<file path="config.mk">
export PLATFORM = sky130hd
export DESIGN_NAME = fifo_wr_arbiter
export DESIGN_NICKNAME = d
export VERILOG_FILES = /design/src/rtl/fifo_wr_arbiter.sv
export SDC_FILE = /design/constraint.sdc
export NUM_CORES = 1
export LEC_CHECK = 0
export BUFFER_PORTS_ARGS = -buffer_cell sky130_fd_sc_hd__buf_2
export CAP_MARGIN = 5
export CELL_PAD_IN_SITES_DETAIL_PLACEMENT = 0
export CELL_PAD_IN_SITES_GLOBAL_PLACEMENT = 1
export CORE_UTILIZATION = 32
export DETAILED_ROUTE_END_ITERATION = 16
export PLACE_DENSITY_LB_ADDON = 0.08
export SYNTH_ARGS = -nofsm -noshare
export SYNTH_HDL_FRONTEND = slang
export SYNTH_SLANG_ARGS = --single-unit
</file>
<file path="constraint.sdc">
create_clock -name i_clk -period 1.75 [get_ports i_clk]
set_input_delay 0.2625 -clock i_clk [delete_from_list [all_inputs] [get_ports i_clk]]
set_output_delay 0.2625 -clock i_clk [all_outputs]
set_load 0.05 [all_outputs]
</file>
<file path="src/rtl/fifo_wr_arbiter.sv">
// Round-robin arbiter sharing one FIFO write port among NREQ producers.
// Grants are combinational; each owner may stream up to MAX_BURST words per turn.
module fifo_wr_arbiter #(
    parameter  int WIDTH     = 8,
    parameter  int NREQ      = 4,
    parameter  int MAX_BURST = 4,
    localparam int CH_W      = $clog2(NREQ)
) (
    input  logic                    i_clk,
    input  logic                    i_rst,
    input  logic [NREQ-1:0]         i_req_valid,
    input  logic [NREQ*WIDTH-1:0]   i_req_data,
    output logic [NREQ-1:0]         o_req_ready,
    input  logic [NREQ-1:0]         i_chan_en,
    input  logic                    i_wr_full,
    output logic                    o_wr_inc,
    output logic [CH_W+WIDTH-1:0]   o_wr_data,
    output logic                    o_busy,
    output logic [CH_W-1:0]         o_owner,
    output logic [15:0]             o_stall_cnt
);

    typedef enum logic {IDLE, OWN} state_t;

    state_t          state, state_nx;
    logic [CH_W-1:0] owner, owner_nx, cand;
    logic [7:0]      burst_cnt, burst_nx;
    logic [15:0]     stall_cnt;
    logic [NREQ-1:0] eligible;
    logic            found, grant;

    assign eligible = i_req_valid & i_chan_en;

    // Search starts one past the last owner so the owner itself is checked last.
    always_comb begin
        found = 1'b0;
        cand  = owner;
        if (state == OWN) begin
            found = eligible[owner];
        end else begin
            for (int i = 1; i <= NREQ; i++) begin
                if (!found && eligible[(int'(owner) + i) % NREQ]) begin
                    found = 1'b1;
                    cand  = CH_W'((int'(owner) + i) % NREQ);
                end
            end
        end
    end

    assign grant = found && !i_wr_full && !i_rst;

    always_comb begin
        o_req_ready = '0;
        o_wr_inc    = grant;
        o_wr_data   = '0;
        if (grant) begin
            o_req_ready[cand] = 1'b1;
            o_wr_data         = {cand, i_req_data[cand*WIDTH +: WIDTH]};
        end
    end

    always_comb begin
        state_nx = state;
        owner_nx = owner;
        burst_nx = burst_cnt;
        case (state)
            IDLE: begin
                if (grant) begin
                    owner_nx = cand;
                    burst_nx = 8'd1;
                    state_nx = (MAX_BURST == 1) ? IDLE : OWN;
                end
            end
            OWN: begin
                if (grant) begin
                    burst_nx = burst_cnt + 8'd1;
                    if (burst_nx == 8'(MAX_BURST))
                        state_nx = IDLE;
                end else if (!i_wr_full && !eligible[owner]) begin
                    // Owner went away: give up the port, costing one bubble.
                    state_nx = IDLE;
                end
            end
            default: state_nx = IDLE;
        endcase
    end

    always_ff @(posedge i_clk) begin
        if (i_rst) begin
            state     <= IDLE;
            owner     <= CH_W'(NREQ - 1);
            burst_cnt <= 8'd0;
            stall_cnt <= 16'd0;
        end else begin
            state     <= state_nx;
            owner     <= owner_nx;
            burst_cnt <= burst_nx;
            if (i_wr_full && (|eligible) && (stall_cnt != 16'hFFFF))
                stall_cnt <= stall_cnt + 16'd1;
        end
    end

    assign o_busy      = (state == OWN);
    assign o_owner     = owner;
    assign o_stall_cnt = stall_cnt;

endmodule

</file>
==> results.yml, run 1 <==
route:
  firstDrtPassIters: 6
  drc: 0
  drt-vias-per-instance: 5.392
  first_iter_violations: 178
  avgRoutedWirePerCell_um: 14.33
  drt-total-wl_mm: 6.505
  ant_nets: 0
  via_count: 2448
die:
  die_area_mm2: 0.006885
  pin_count: 77
  core_mm2: 0.006350
  die_w_um: 82.98
  die_h_um: 82.98
  initial_core_util_pct: 33.04
  row_count: 29
setup_path:
  path_cells: "and3b_2, nor3_2, a21oi_4, buf_12, a221o_1, o21ai_2, a21oi_4, buf_6"
  crit_top_cell: "a21oi_4"
  crit_fanout: 16
  slowest_delay_ps: 390
  critPathKind: "reg -> out"
  path_buf_inv: 2
  path_delay_family: "compound AO/OA/AOI/OAI gates"
  slowest_stage: "dfxtp_4"
  worstPathRequired_ps: 1490
  critPathArrivalTime_ps: 2050
  setup.worst_path.start_class: "flip-flop"
  end_kind: "output pin"
timing:
  period_share_pct: 132.1
  fmax_mhz: 432.7
  finalCriticalPeriod_ps: 2311
  drv_slew: 0
  finalHoldViolCount: 0
  grt_setup_unrepaired: "true"
  tightest_slew_ps: 523.6
  clock_skew_ps: 2.333
  setup_viol: 25
  whs_ps: 304.0
  slew_headroom_pct: 65.09
  fin_ws_ps: -561.0
logic_synthesis:
  syn_area_per_cell_um2: 7.948
  synth_top_area_cell: "dfxtp_1"
  synth_area_leaders: "dfxtp_1, nand2_1, nand3_1, a21oi_1, a311oi_2"
  yosysUniqueCellTypes: 51
  synthFlopType: "dfxtp_1"
  synth_top_area_share_pct: 25.76
  synth_nets: 309
  synthesis.area_mm2: 0.002098
  syn_inst: 264
  synth-edff-count: 0
  yosysWarnings: 0
  synth_seq_area_share_pct: 25.76
  ys_ff_latch: 27
  async_flop_share_pct: 0
placement:
  gp_congestion: 0.7865
  port_buffers: 76
  pre_cts_ws_ps: -682.8
  place_area_mm2: 0.003007
  hpwl_mm: 4.643
  dp_cells: 439
clock_network:
  ctsHoldBuffers: 0
  clk_path_buf_depth: 2
  clkLatencyLatePin_ps: 260
  cts_buffers: 3
  clock-root-buffer: "clkbuf_8"
  cts.sinks: 27
  clk_pin_slew_ps: 90
  cts-htree-levels: 1
  cts_tree: "done"
finish:
  final_cells: 454
  final_common_cell: "buf_2"
  area_growth_pct: 62.31
  design_area_mm2: 0.003406
  layout_common_cells: "buf_2, buf_4, nand2_1"
  layout-drive-gt1-share_pct: 54.64
  n_antenna_cell: 0
  nets: 423
power_and_ir_drop:
  vdd_ir_drop_max_mv: 0.4182
  power_density_mw_per_mm2: 593.7
  power.leakage_nw: 1.420
global_route:
  antenna_found_initial: 0
  gr-total-overflow: 0
  grt_pass1_wl_mm: 11.22
  track_usage_pct: 19.32
  grt_pass1_vias: 2309
  grt_max_degree: 28
min_path:
  hold_path_class: "in -> reg"
run_status:
  violations: "setup timing"
  status: "complete, but fails checks"
job:
  drv_cap: 0
what timing repair did:
item / in CTS / in global routing
gates cloned: 1 / 0
gates resized for setup: 56 / 6
setup buffers: 9 / 3
pin swaps: 21 / 3
setup endpoints to repair: 25 / 25
hold endpoints to repair: 0 / 0
Yosys cell counts, types with 3 or more instances:
library cell / instances
xnor2_1: 6
nor2_1: 23
a222oi_1: 8
a211oi_1: 3
o21ai_0: 9
and3_1: 7
nor3_1: 10
a21oi_1: 20
clkbuf_1: 4
a221o_1: 8
nand4_1: 5
a311oi_2: 6
and2_1: 4
inv_1: 5
nand2b_1: 3
nand2_1: 28
nand3_1: 21
xor2_1: 6
mux2_2: 8
dfxtp_1: 27
and2_4: 3
buf_2: 7
worst paths after layout:
| path | start | slack (ps) | to | cells past startpoint |
|---|---|---|---|---|
| worst min register to register | burst_cnt[1] | 500 | burst_cnt[1] | 2 |
| worst min-delay path | i_wr_full | 300 | o_owner[1] | 3 |
| worst max register to register | o_owner[0] | -290 | burst_cnt[7] | 8 |
| worst max-delay path | o_owner[0] | -560 | o_wr_data[5] | 8 |
worst reg2reg max path, stage by stage, from the launching register on:
cell      delay (ps)
dfxtp_4          380
inv_4             60
mux4_2           530
o221a_4          290
buf_6            120
buf_6            100
buf_6            110
buf_12           140
a311oi_2         230
power by group:
| part | switching (mW) | internal [mW] | total (mW) |
|---|---|---|---|
| clock network | 0.187 | 0.163 | 0.349 |
| registers | 0.0239 | 0.624 | 0.648 |
| logic | 0.557 | 0.469 | 1.03 |
| total | 0.767 | 1.25 | 2.02 |
cells by family (layout without fill, tap and decap cells):
| family | Yosys count | count (layout) | synth area share, % |
|---|---|---|---|
| xor+xnor | 12 | 12 | 5.009 |
| compound gates | 72 | 72 | 28.15 |
| flops | 27 | 27 | 25.76 |
| fa+ha+maj | 2 | 2 | 1.192 |
| simple gates | 117 | 117 | 28.50 |
| mux | 10 | 10 | 5.844 |
| buf+inv | 24 | 137 | 5.546 |
per-stage QoR:
step	utilization, %	power [mW]	TNS, ps
after floorplan	-	1.243	-3617
after global placement	47.35	1.496	-9262
after detailed placement	47.35	1.496	-9460
after CTS	53.14	2.017	-9203
after global routing	53.64	2.145	-12400
final	53.64	2.022	-10460
area by class of cell:
type | instances | area, um2
timing repair buffer | 125 | 922.1
fill | 615 | 2944
tap | 77 | 96.34
clock buffer | 4 | 45.04
inverter | 7 | 41.29
multi-input combinational | 213 | 1720
sequential | 27 | 571.8
timing repair inverter | 1 | 8.758
state kept, by name (all words and copies together) (netlist names):
signal	flops
o_stall_cnt	16
burst_cnt	8
o_busy	1
o_owner	2
per-layer routing:
layer | global-route usage [%] | share of wire (%)
met1 | 26.39 | 48
met2 | 32.19 | 47
met3 | 2.485 | 3.5
met5 | 0 | 0
met4 | 4.702 | 1.5
Note: power is estimated with default switching activity, not from simulation.
==> run 2, diff against run 1 <==
--- a/config.mk
+++ b/config.mk
@@ -12,6 +12,8 @@
 export CORE_UTILIZATION = 32
 export DETAILED_ROUTE_END_ITERATION = 16
 export PLACE_DENSITY_LB_ADDON = 0.08
+export SKIP_LAST_GASP = 1
 export SYNTH_ARGS = -nofsm -noshare
 export SYNTH_HDL_FRONTEND = slang
 export SYNTH_SLANG_ARGS = --single-unit
+export TNS_END_PERCENT = 100
==> run 2 against run 1 <==
  * The run still ends with setup timing left
  * Non-clock buffer count did not move
  * Total power down 0.22%
  * Flip-flop and latch count is the same
  * Via count down 0.78%
  * Register-to-register slack hardly changed
==> results.yml, run 2 (synthesized netlist as in run 1, its figures left out) <==
route:
  avgRoutedWirePerCell_um: 14.25
  firstDrtPassIters: 7
  ant_nets: 0
  via_count: 2429
  first_iter_violations: 186
  drt-vias-per-instance: 5.350
  drc: 0
  drt-total-wl_mm: 6.468
finish:
  area_growth_pct: 61.84
  utilization_pct: 53.48
  final-seq-area_um2: 571.8
  final_common_cell: "buf_2"
  layout-drive-gt1-share_pct: 54.11
  design_area_mm2: 0.003396
  largest_reg_flops: 16
  layout_common_cells: "buf_2, buf_4, nand2_1"
  multi_input_area_mm2: 0.001714
  n_antenna_cell: 0
  nets: 423
  nFillCells: 617
  final_cells: 454
clock_network:
  ctsHoldBuffers: 0
  cts_tree: "done"
  cts.sinks: 27
  clk_path_buf_depth: 2
  clock-root-buffer: "clkbuf_8"
  clk_pin_slew_ps: 90
  cts_buffers: 3
  clkLatencyLatePin_ps: 260
  cts-htree-levels: 1
placement:
  gp_congestion: 0.7865
  hpwl_mm: 4.643
  dp_cells: 439
  port_buffers: 76
  place_area_mm2: 0.003007
die:
  pin_count: 77
  die_w_um: 82.98
  die_area_mm2: 0.006885
  initial_core_util_pct: 33.04
  core_mm2: 0.006350
  row_count: 29
  die_h_um: 82.98
global_route:
  grt_max_degree: 28
  grt_pass1_vias: 2313
  grt_pass1_wl_mm: 11.20
  gr-total-overflow: 0
  track_usage_pct: 19.30
  antenna_found_initial: 0
power_and_ir_drop:
  power_density_mw_per_mm2: 594.1
  power.leakage_nw: 1.419
  vdd_ir_drop_max_mv: 0.4208
setup_path:
  worstPathRequired_ps: 1490
  r2r_slack_ps: -290
  slowest_delay_ps: 390
  rr_worst_depth: 8
  path_cells: "and3b_2, nor4_4, a21o_4, a222oi_1, buf_4, a21oi_4, buf_4"
  crit_fanout: 16
  crit_top_cell: "buf_4"
  r2r-end: "burst_cnt[7]"
  r2r_start: "o_owner[0]"
  slowest_stage: "dfxtp_4"
  path_delay_family: "simple AND/OR/NAND/NOR gates"
  cp.depth: 7
  path_buf_inv: 2
  critPathArrivalTime_ps: 2070
  cp-endpoint: "o_wr_data[0]"
  end_kind: "output pin"
  critPathKind: "reg -> out"
  setup.worst_path.start_class: "flip-flop"
  crit_start: "o_owner[0]"
timing:
  setup_viol: 25
  clock_skew_ps: 3.074
  finalHoldViolCount: 0
  period_share_pct: 133.3
  fmax_mhz: 428.5
  slew_headroom_pct: 65.24
  drv_slew: 0
  fin_ws_ps: -583.5
  grt_setup_unrepaired: "true"
  finalCriticalPeriod_ps: 2333
  fin_tns_setup_ps: -10550
  tightest_slew_ps: 521.4
run_status:
  status: "complete, but fails checks"
  violations: "setup timing"
min_path:
  hold_path_class: "in -> reg"
job:
  drv_cap: 0
-- run 2: cell type report --
type                            instances  area share [%]
Sequential cell                        27           16.84
Clock buffer                            4           1.326
Multi-Input combinational cell        213           50.48
Timing Repair inverter                  1          0.2579
Timing Repair Buffer                  125           27.04
Tap cell                               77           2.837
Inverter                                7           1.216
-- run 2: worst min-delay path by stage --
stage,startpoint,end,slack [ps],cells past startpoint
detailed placement,burst_cnt[1],burst_cnt[1],490,2
finish,i_wr_full,o_owner[1],290,3
floorplan,i_wr_full,o_owner[1],410,2
global placement,burst_cnt[0],burst_cnt[0],480,1
CTS,i_wr_full,o_owner[1],290,3
global route,i_wr_full,o_owner[1],310,3
-- run 2: worst min-delay path: stages --
cell	delay (ps)
buf_2	110
o21ai_0	90
nand2_1	60
-- run 2: repair_timing --
item / 4_1_cts / 5_1_grt
resized for setup: 52 / 9
cloned: 1 / 0
pin swaps: 20 / 2
endpoints found under the setup margin: 25 / 25
buffers inserted: 9 / 4
-- run 2: routing by layer --
metal / global-route usage [%] / wire [um] / vias up
li1: - / - / 1222
met1: 26.27 / 3093 / 1135
met2: 32.27 / 3054 / 60
met3: 2.485 / 225 / 12
met4: 4.702 / 96 / 0
met5: 0 / 0 / -
-- run 2: report_power, final --
part / leakage [nW] / total, mW / internal, mW / switching, mW
clock network: 0.0228 / 0.351 / 0.163 / 0.189
registers: 0.225 / 0.647 / 0.624 / 0.0233
logic: 1.17 / 1.02 / 0.466 / 0.553
total: 1.42 / 2.02 / 1.25 / 0.765
-- run 2: metrics by stage --
step	hold slack, ps	power [mW]	setup WS [ps]
5_1_grt	311.8	2.139	-667.8
4_1_cts	286.5	2.011	-568.9
6_report	287.2	2.017	-583.5
2_1_floorplan	407.3	1.243	-324.3
3_5_place_dp	487.9	1.496	-682.8
3_3_place_gp	479.9	1.496	-665.2
